[config.mk]
export PLATFORM = sky130hd
export DESIGN_NAME = mesh_16_3_outlet_sampler
export DESIGN_NICKNAME = d
export VERILOG_FILES = /design/src/rtl/mesh_16_3_outlet_sampler.sv
export SDC_FILE = /design/constraint.sdc
export NUM_CORES = 1
export LEC_CHECK = 0
export CORE_MARGIN = 10
export CORE_UTILIZATION = 44
export CTS_CLUSTER_SIZE = 14
export DETAILED_ROUTE_END_ITERATION = 10
export HOLD_SLACK_MARGIN = 0.1
export SLEW_MARGIN = 20
export SYNTH_ARGS = -nofsm -noshare
export SYNTH_HDL_FRONTEND = slang
export SYNTH_SLANG_ARGS = --single-unit
[constraint.sdc]
create_clock -name clk -period 5.5 [get_ports clk]
set_input_delay 1.1 -clock clk [delete_from_list [all_inputs] [get_ports clk]]
set_output_delay 1.1 -clock clk [all_outputs]
set_load 0.02 [all_outputs]
[src/rtl/mesh_16_3_outlet_sampler.sv]
// Outlet sampler: scans mesh outlets one at a time. Each outlet's valve is opened and allowed
// to settle, then the sensor is sampled and the result is buffered in a small FWFT FIFO.
module mesh_16_3_outlet_sampler #(
    parameter int NUM_OUTLETS   = 16,
    parameter int SETTLE_CYCLES = 8,
    parameter int SAMPLE_W      = 12,
    parameter int FIFO_DEPTH    = 4
) (
    input  logic                   clk,
    input  logic                   rst,
    input  logic                   start,
    output logic [NUM_OUTLETS-1:0] sel_valve,
    output logic                   sensor_req,
    input  logic                   sensor_ack,
    input  logic [SAMPLE_W-1:0]    sensor_data,
    output logic                   out_valid,
    input  logic                   out_ready,
    output logic [3:0]             out_idx,
    output logic [SAMPLE_W-1:0]    out_data,
    output logic                   busy,
    output logic                   done
);
    localparam int AW = $clog2(FIFO_DEPTH);
    localparam int CW = AW + 1;

    typedef enum logic [2:0] {IDLE, SETTLE, SAMPLE, PUSH, DONE} state_t;

    state_t              state;
    logic [3:0]          idx;
    logic [7:0]          cnt;
    logic [SAMPLE_W-1:0] sample;

    logic [3:0]          mem_idx  [FIFO_DEPTH];
    logic [SAMPLE_W-1:0] mem_data [FIFO_DEPTH];
    logic [AW-1:0]       wptr, rptr;
    logic [CW-1:0]       count;
    logic                push, pop;

    // Push admission looks only at the count at cycle start, so a pop at full does not free a slot early.
    assign push      = (state == PUSH) && (count != CW'(FIFO_DEPTH));
    assign pop       = (count != '0) && out_ready;
    assign out_valid = (count != '0);
    assign out_idx   = mem_idx[rptr];
    assign out_data  = mem_data[rptr];

    always_ff @(posedge clk or posedge rst) begin
        if (rst) begin
            state      <= IDLE;
            idx        <= '0;
            cnt        <= '0;
            sample     <= '0;
            sel_valve  <= '0;
            sensor_req <= 1'b0;
            busy       <= 1'b0;
            done       <= 1'b0;
        end else begin
            case (state)
                IDLE: begin
                    if (start) begin
                        idx       <= '0;
                        sel_valve <= NUM_OUTLETS'(1);
                        cnt       <= 8'(SETTLE_CYCLES - 1);
                        busy      <= 1'b1;
                        state     <= SETTLE;
                    end
                end
                SETTLE: begin
                    if (cnt == '0) begin
                        sensor_req <= 1'b1;
                        state      <= SAMPLE;
                    end else begin
                        cnt <= cnt - 8'd1;
                    end
                end
                SAMPLE: begin
                    if (sensor_ack) begin
                        sample     <= sensor_data;
                        sensor_req <= 1'b0;
                        state      <= PUSH;
                    end
                end
                PUSH: begin
                    if (push) begin
                        if (idx == 4'(NUM_OUTLETS - 1)) begin
                            sel_valve <= '0;
                            done      <= 1'b1;
                            state     <= DONE;
                        end else begin
                            idx       <= idx + 4'd1;
                            sel_valve <= sel_valve << 1;
                            cnt       <= 8'(SETTLE_CYCLES - 1);
                            state     <= SETTLE;
                        end
                    end
                end
                DONE: begin
                    done  <= 1'b0;
                    busy  <= 1'b0;
                    state <= IDLE;
                end
                default: state <= IDLE;
            endcase
        end
    end

    always_ff @(posedge clk or posedge rst) begin
        if (rst) begin
            for (int i = 0; i < FIFO_DEPTH; i++) begin
                mem_idx[i]  <= '0;
                mem_data[i] <= '0;
            end
            wptr  <= '0;
            rptr  <= '0;
            count <= '0;
        end else begin
            if (push) begin
                mem_idx[wptr]  <= idx;
                mem_data[wptr] <= sample;
                wptr           <= wptr + 1'b1;
            end
            if (pop)
                rptr <= rptr + 1'b1;
            case ({push, pop})
                2'b10:   count <= count + CW'(1);
                2'b01:   count <= count - CW'(1);
                default: count <= count;
            endcase
        end
    end
endmodule

== Yosys cells after proc, flatten, opt, wreduce, memory -nomap -nowiden ==
Index checks and enable logic that the tools add are counted.

* Logic and storage cells: 105
* Bits in registers: 117
* Input bits: 17
* Output and inout port bits: 36

* Order comparisons: 3
* Bitwise operators: 2
* Add/subtract/negate cells: 6
* Mux-type cells: 40
* Reduce and logical (&&, ||, !) cells: 20
* Equal/unequal tests: 15

{| class="wikitable"
|+ Operators by type and width
! kind !! count
|-
| $bwmux W48 || 1
|-
| $mux W16 || 3
|-
| $mux W12 || 3
|-
| $mux W8 || 4
|-
| $pmux W16 S2 || 1
|-
| $bmux W12 S2 || 1
|-
| $demux W12 S2 || 1
|-
| $mux W4 || 6
|-
| $pmux W8 S3 || 1
|-
| $bwmux W16 || 1
|-
| $mux W3 || 5
|-
| $ne A2 B2 Y1 const B || 6
|-
| $pmux W3 S4 || 1
|-
| $reduce_bool A2 Y1 || 5
|-
| $reduce_and A3 Y1 || 3
|-
| $bmux W4 S2 || 1
|-
| $demux W4 S2 || 1
|-
| $logic_not A8 Y1 || 1
|-
| $pmux W4 S2 || 1
|-
| $reduce_and A4 Y1 || 2
|-
| $sub A8 B1 Y8 const B || 1
|-
| $eq A3 B2 Y1 const B || 2
|-
| $ge A3 B3 Y1 const B || 2
|-
| $not A2 Y3 || 2
|-
| other kinds (20) || 31
|}

== Depth between registers and ports, before layout ==
Gate-level depths: netlist (run 1).

* Depth in word-level cells: 6
* Depth in mapped cells: 10

== Worst setup path before layout (run 1) ==
No wires, ideal clock.

* Kind: register to output
* Start point: reg rptr[0]
* End point: out out_data[10]
* Stages on the path, launching flop included: 4
* Slack: 2.934 ns
* Data arrival time: 1.466 ns
* Path buffers: 2
* Required time: 4.400 ns
* Path through: dfrtp_1 buf_2 buf_2 mux4_2

* Word-level cells in the longest chain between the ends: 4

{| class="wikitable"
|+ RTL lines
! item !! RTL line !! source
|-
| from (decl) || 35 || <nowiki>logic [AW-1:0] wptr, rptr;</nowiki>
|-
| from (signal assigned) || 122 || <nowiki>rptr <= rptr + 1'b1;</nowiki>
|-
| $not A2 Y3 (implied by the code) || 44 || <nowiki>assign out_data = mem_data[rptr];</nowiki>
|-
| $bmux W12 S2 || 44 ||
|-
| $mux W12 (implied by the code) (2 in series) || 44 ||
|-
| to (decl) || 19 || <nowiki>output logic [SAMPLE_W-1:0] out_data,</nowiki>
|}

No other way between the ends. The select of a mux whose other input is x is not followed.

== Worst setup path in the final report (run 1) ==
* Start point: reg rptr[0]
* End point: out out_idx[0]

* Word-level cells in the longest chain between the ends: 4

{| class="wikitable"
|+ RTL lines
! item !! RTL line !! source
|-
| $not A2 Y3 (implied by the code) || 43 || <nowiki>assign out_idx = mem_idx[rptr];</nowiki>
|-
| $bmux W4 S2 || 43 ||
|-
| $mux W4 (implied by the code) (2 in series) || 43 ||
|-
| to (decl) || 18 || <nowiki>output logic [3:0] out_idx,</nowiki>
|}

No other way between the ends. The select of a mux whose other input is x is not followed.

==> results.toml, run 1 <==
[synthesis]
synth_simple_gate_area_share = 0.0764
ys.flop_type = "sky130_fd_sc_hd__dfrtp_1"
synth.distinct_cells = 60
post_synth_fa_ha_maj_area_fraction = 0.0213
synth_area_leaders = "sky130_fd_sc_hd__dfrtp_1, sky130_fd_sc_hd__mux2_4, sky130_fd_sc_hd__mux2_2"
seq_area_frac_synth = 0.520
synthesis.nets = 427
synth_compound_area_frac = 0.0724
main_combinational_cell_family_by_area_after_synthesis = "multiplexers"
yosys.cell_count.top_type = "sky130_fd_sc_hd__dfrtp_1"
yosys_register_bits = 117
synth.avg_cell_area_um2 = 14.0
post_synth_most_frequent_cells = "sky130_fd_sc_hd__dfrtp_1, sky130_fd_sc_hd__mux2_4, sky130_fd_sc_hd__mux2_2, sky130_fd_sc_hd__nand2_1, sky130_fd_sc_hd__inv_1"
synth.mux.area_fraction = 0.262
post_synth_xor_area_fraction = 0.0109
syn_inst = 401
mappedNetlistArea_um2 = 5630
synth-warning-count = 0
yosysTopAreaCell = "sky130_fd_sc_hd__dfrtp_1"
asyncSetResetFlopFracSynth = 1.00
yosys.area.top_type_share = 0.520
synth_enable_flop_cells = 0

[timing]
fmaxAchievable_mhz = 285
setup_slack_ps = 1990
final_max_slew_viol_count = 0
timing.setup.tns_ps = 0
timing.clock.skew_ps = 5.29
slew_headroom = 0.417
period_needed_ps = 3510
report.final.setup_viol = 0
worst_slew_pin_slew_ps = 875
unrepaired_setup_endpoints_after_global_routing = "false"
period_share = 0.638
hold_viol_final = 0

[drt]
drt_drc_violations_left = 0
number_of_vias_in_the_routed_layout = 3415
antenna_violating_nets_post_route = 0
route.detailed.vias_per_inst = 5.35
drt_pre_antenna_iters = 4
drt-initial-drc-count = 186
wl_per_cell_um = 18.0
drt-total-wl_um = 11500

[pwr]
fin_total_pwr_mw = 2.58
cellLeakagePower_nw = 3.33
p_per_area_nw_per_um2 = 377
irDropWorstVdd_uv = 208

[clock_tree]
clk_pin_slew_ps = 50
clock_latency_ps = 400
ctsHtreeMaxLevel = 4
clock-sinks = 117
count_of_cells_resized_by_post_cts_repair = 0
clock_tree_from_tritoncts = "built"
holdBufCountCts = 0
tritoncts.num_buffers = 17
post-cts-setup-buffer-count = 0
ctsRootBufferMaster = "sky130_fd_sc_hd__clkbuf_16"
clock_path_buffers = 2

[global_routing]
grt_max_degree = 69
grt_antenna_before_repair = 0
first_global_vias = 3568
global_route.overflow_total = 0
total_routing_usage_reported_by_global_routing = 0.137
grt_first_pass_wirelength_um = 19500

[final_layout]
num-fill-cells = 1083
finish.utilization = 0.545
syn2layout_area_growth_pct = 21.7
antenna-diode-count = 0
finalNonFillerCells = 638
num-nets-final = 482
drive_gt1_frac = 0.305

[placement]
total_half_perimeter_wirelength_after_legalization_and_detailed_placement_um = 7340
detailedPlace.worstSlack_ps = 2360
numPlacedInstances = 609
gp_congestion = 0.812
io_buffer_count = 52

[setup_path]
critical_path_cell_by_cell = "buf_4 -> mux4_2 -> clkdlybuf4s50_1"
cp_num_buf_inv = 2
startpoint_type = "flop"
worst-endpoint-required_ps = 4400
arrival_time_reported_for_the_critical_path_endpoint_ps = 2410
timing.critical_path.slowest_stage_cell = "sky130_fd_sc_hd__clkdlybuf4s50_1"
timing.critical_path.depth = 3
worstSetupEndpointType = "primary output"
cpPeakStageDelay_ps = 570
crit_fanout = 13
critical_path.top_delay_family = "buffers and inverters"
timing_worst_setup_path_type = "reg2out"
r2r.worst_path.cells = 9

[floorplan]
chipWidth_um = 133
die-height_um = 133
design.die.area_um2 = 17700
starting_density_of_the_core = 0.448
ioPinCount = 53
num_rows = 41
core_um2 = 12600

[flow_run]
maxCapViolCount = 0

[outcome]
run_status = "completed"

[hold_path]
hp-class = "reg2reg"
hold_depth = 1
## power by group
part,internal (mW),leakage [nW],total [mW],switching [mW]
combinational,0.225,1.45,0.469,0.244
clock,0.708,0.290,1.06,0.353
sequential,0.926,1.59,1.05,0.127
## sequential cells by signal, indices dropped and copies added (netlist names), 2 cells and up
signal / cells
count: 3
state: 3
mem_idx: 16
sample: 12
idx: 4
cnt: 8
sel_valve: 16
rptr: 2
wptr: 2
mem_data: 48
## final timing paths
path / slack [ps] / startpoint / endpoint
min in group asynchronous: 920 / rst / sample[1]
hold / removal: 480 / done / done
setup / recovery: 1990 / rptr[0] / out_idx[0]
hold reg to reg: 480 / done / done
max in group asynchronous: 3520 / rst / mem_data[9]
setup reg to reg: 3130 / state[0] / count[2]
## logic make-up after synthesis
| logic type | after synthesis |
|---|---|
| compound gates | 55 |
| flops | 117 |
| mux | 103 |
| fa+ha+maj | 9 |
| simple gates | 71 |
| buf+inv | 39 |
| xor+xnor | 7 |
## worst reg2reg max path: stages, from the launching register on
cell and delay [ps]:
sky130_fd_sc_hd__dfrtp_1 840, sky130_fd_sc_hd__nand3b_4 160, sky130_fd_sc_hd__nor2_4 330, sky130_fd_sc_hd__inv_1 90, sky130_fd_sc_hd__ha_1 230, sky130_fd_sc_hd__inv_1 70
sky130_fd_sc_hd__fa_1 170, sky130_fd_sc_hd__xor2_1 140, sky130_fd_sc_hd__nor2_1 70, sky130_fd_sc_hd__xor2_1 140
## cell usage in the layout (no fill, tap or decap), drive strengths merged, types with 3 or more instances in the layout
cell,instances
mux4,16
buf,5
a21oi,6
nand2,27
nor3,5
clkdlybuf4s50,52
nor3b,4
mux2,77
mux2i,10
and2,3
xnor2,3
or3b,3
o31ai,7
nor2,10
ha,8
o21ai,18
o41ai,7
clkbuf,26
dfrtp,117
inv,18
xor2,4
## cell type report
cell class / instances / area [um^2] / share of cell area
Inverter: 18 / 70.1 / 0.0102
Sequential cell: 117 / 2930 / 0.427
Clock buffer: 26 / 539 / 0.0787
Clock inverter: 3 / 40.0 / 0.00584
Tap cell: 172 / 215 / 0.0314
Multi-Input combinational cell: 245 / 2500 / 0.365
Timing Repair Buffer: 57 / 558 / 0.0814
## through the flow
step / area, um^2 / hold slack [ps]
finish: 6850 / 483
CTS: 6850 / 493
global placement: 6270 / 469
floorplan: 5630 / 459
detailed placement: 6270 / 476
global route: 6850 / 508
## per-layer routing
layer | part of all wire | vias up | track usage | routed length, um
li1 | - | 1575 | - | -
met1 | 0.48 | 1756 | 0.188 | 5550
met2 | 0.46 | 72 | 0.196 | 5250
met3 | 0.049 | 12 | 0.0492 | 567
met4 | 0.0092 | 0 | 0.0496 | 106
met5 | 0 | - | 0 | 0
Note: power is estimated with default switching activity, not from simulation.
==> run 2: changes to the inputs <==
--- a/config.mk
+++ b/config.mk
@@ -10,6 +10,7 @@
 export CTS_CLUSTER_SIZE = 14
 export DETAILED_ROUTE_END_ITERATION = 10
 export HOLD_SLACK_MARGIN = 0.1
+export PLACE_DENSITY = 0.66
 export SLEW_MARGIN = 20
 export SYNTH_ARGS = -nofsm -noshare
 export SYNTH_HDL_FRONTEND = slang
==> constraint.sdc (replaced) <==
create_clock -name clk -period 2.95 [get_ports clk]
set_input_delay 0.59 -clock clk [delete_from_list [all_inputs] [get_ports clk]]
set_output_delay 0.59 -clock clk [all_outputs]
set_load 0.02 [all_outputs]
==> run 2 against run 1 <==
Effect of this change:
- sequential share of layout area decreased by 0.41 points
- via count down 0.76%
- first-iteration DRC count decreased by 13%
- setup slack got worse by 1900 ps
- power grew 89%
- clock skew rose by 2.5 ps
- largest cell class unchanged
- register-to-register slack lost 2400 ps
- final cell count up 0.63%
- core utilization up 0.56 points
- sequential cell count did not move
==> results.toml, run 2 (synthesis results as in run 1) <==
[clock_tree]
clock_tree_from_tritoncts = "built"
clk_pin_slew_ps = 50
ctsHtreeMaxLevel = 4
holdBufCountCts = 0
clock-sinks = 117
clock_path_buffers = 2
post-cts-setup-buffer-count = 0
ctsRootBufferMaster = "sky130_fd_sc_hd__clkbuf_16"
tritoncts.num_buffers = 17
clock_latency_ps = 410

[global_routing]
global_route.overflow_total = 0
grt_first_pass_wirelength_um = 19400
total_routing_usage_reported_by_global_routing = 0.137
grt_max_degree = 56
first_global_vias = 3684
grt_antenna_before_repair = 0

[setup_path]
timing.critical_path.depth = 3
timing.critical_path.slowest_stage_cell = "sky130_fd_sc_hd__clkdlybuf4s50_1"
cp_num_buf_inv = 2
r2r.worst_path.cells = 9
crit_fanout = 9
arrival_time_reported_for_the_critical_path_endpoint_ps = 2240
timing_worst_setup_path_type = "reg2out"
worst-endpoint-required_ps = 2360
startpoint_type = "flop"
critical_path.top_delay_family = "buffers and inverters"
critical_path_cell_by_cell = "buf_4 -> mux4_2 -> clkdlybuf4s50_1"
cpPeakStageDelay_ps = 560
worstSetupEndpointType = "primary output"

[timing]
timing.clock.skew_ps = 7.80
fmaxAchievable_mhz = 353
report.final.setup_viol = 0
timing.setup.tns_ps = 0
period_share = 0.960
period_needed_ps = 2830
unrepaired_setup_endpoints_after_global_routing = "false"
slew_headroom = 0.555
timing.hold.ws_ps = 501
final_max_slew_viol_count = 0
setup_slack_ps = 119
worst_slew_pin_slew_ps = 661
hold_viol_final = 0

[pwr]
power_switching_mw = 1.36
intPower_mw = 3.51
cellLeakagePower_nw = 3.36
irDropWorstVdd_uv = 534
relative_contribution_of_combinational_cells_to_total_power = 0.206
p_sw_frac = 0.279
p_per_area_nw_per_um2 = 704
sequentialPowerShare = 0.387
clock_power_share = 0.407

[final_layout]
seqCellArea_um2 = 2930
syn2layout_area_growth_pct = 22.9
antenna-diode-count = 0
num-nets-final = 486
flip_flop_count_of_the_largest_register_all_copies_and_words_added = 48
multiInputGateArea_um2 = 2500
drive_gt1_frac = 0.313
finish.utilization = 0.551
top_library_cells_by_usage_in_the_layout_fill_and_taps_aside = "sky130_fd_sc_hd__dfrtp_1, sky130_fd_sc_hd__clkdlybuf4s50_1, sky130_fd_sc_hd__mux2_4"
num-fill-cells = 1027
mostFrequentLayoutCell = "sky130_fd_sc_hd__dfrtp_1"
largest_registers = "mem_data x48, mem_idx x16, sel_valve x16"
max_flop_register = "mem_data"

[floorplan]
num_rows = 41
ioPinCount = 53
die-height_um = 133
chipWidth_um = 133
core_um2 = 12600
design.die.area_um2 = 17700
starting_density_of_the_core = 0.448

[outcome]
run_status = "completed"

[drt]
antenna_violating_nets_post_route = 0
drt-initial-drc-count = 162
drt-total-wl_um = 11500
wl_per_cell_um = 17.9
met1_length_um = 5260
routed-wl-met2_um = 5510
wl_met3_um = 566
drt_pre_antenna_iters = 4
route.detailed.vias_per_inst = 5.28
drt_drc_violations_left = 0
maxUsedRoutingLayer = "met4"
number_of_vias_in_the_routed_layout = 3389

[hold_path]
hold_depth = 1
hp-class = "reg2reg"

[placement]
detailedPlace.worstSlack_ps = 418
total_half_perimeter_wirelength_after_legalization_and_detailed_placement_um = 7480
gp_congestion = 0.786
io_buffer_count = 52

[flow_run]
maxCapViolCount = 0
[run 2: cell types whose count changed in the layout (fill, tap and decap cells not counted)]
cell	before	now
sky130_fd_sc_hd__buf_12	0	3
sky130_fd_sc_hd__buf_4	5	6
sky130_fd_sc_hd__clkinvlp_4	0	1
sky130_fd_sc_hd__dfrtp_1	117	116
sky130_fd_sc_hd__dfrtp_2	0	1
sky130_fd_sc_hd__inv_4	1	0
[run 2: power groups by stage]
stage	logic, mW	clock network [mW]	registers [mW]
5_1_grt	1.11	2.10	1.91
3_5_place_dp	1.01	0	1.91
6_report	1.01	1.98	1.89
2_1_floorplan	0.822	0	1.84
3_3_place_gp	0.975	0	1.91
4_1_cts	1.02	2.02	1.89
[run 2: final cells by class]
type | count | share of cell area
multi-input cells | 245 | 0.361
clock buffers | 26 | 0.0779
flip-flops and latches | 117 | 0.423
well taps | 172 | 0.0311
inverters | 18 | 0.0103
repair buffers | 61 | 0.0904
clock inverters | 3 | 0.00578
[run 2: per-layer routing]
metal / up-vias / track usage
li1: 1579 / -
met1: 1729 / 0.173
met2: 72 / 0.210
met3: 9 / 0.0466
met4: 0 / 0.0562
met5: - / 0
[run 2: per-stage QoR]
stage	area, um^2	power, mW	instances
global placement	6340	2.88	613
finish	6920	4.88	642
CTS	6920	4.93	642
global route	6920	5.12	642
floorplan	5640	2.66	401
detailed placement	6340	2.92	613
[run 2: path summary, 6_finish.rpt]
kind / slack (ps) / start / to
setup / recovery: 120 / rptr[0] / out_idx[3]
min in group asynchronous: 580 / rst / mem_data[14]
hold reg to reg: 500 / mem_data[22] / mem_data[22]
max in group asynchronous: 1710 / rst / rptr[0]
hold / removal: 500 / mem_data[22] / mem_data[22]
setup reg to reg: 730 / count[0] / count[2]
[run 2: repair_timing]
| action | 4_1_cts | 5_1_grt |
|---|---|---|
| endpoints found under the hold margin | 0 | 0 |
| setup endpoints to repair | 5 | 0 |
| resized for setup | 1 | 0 |
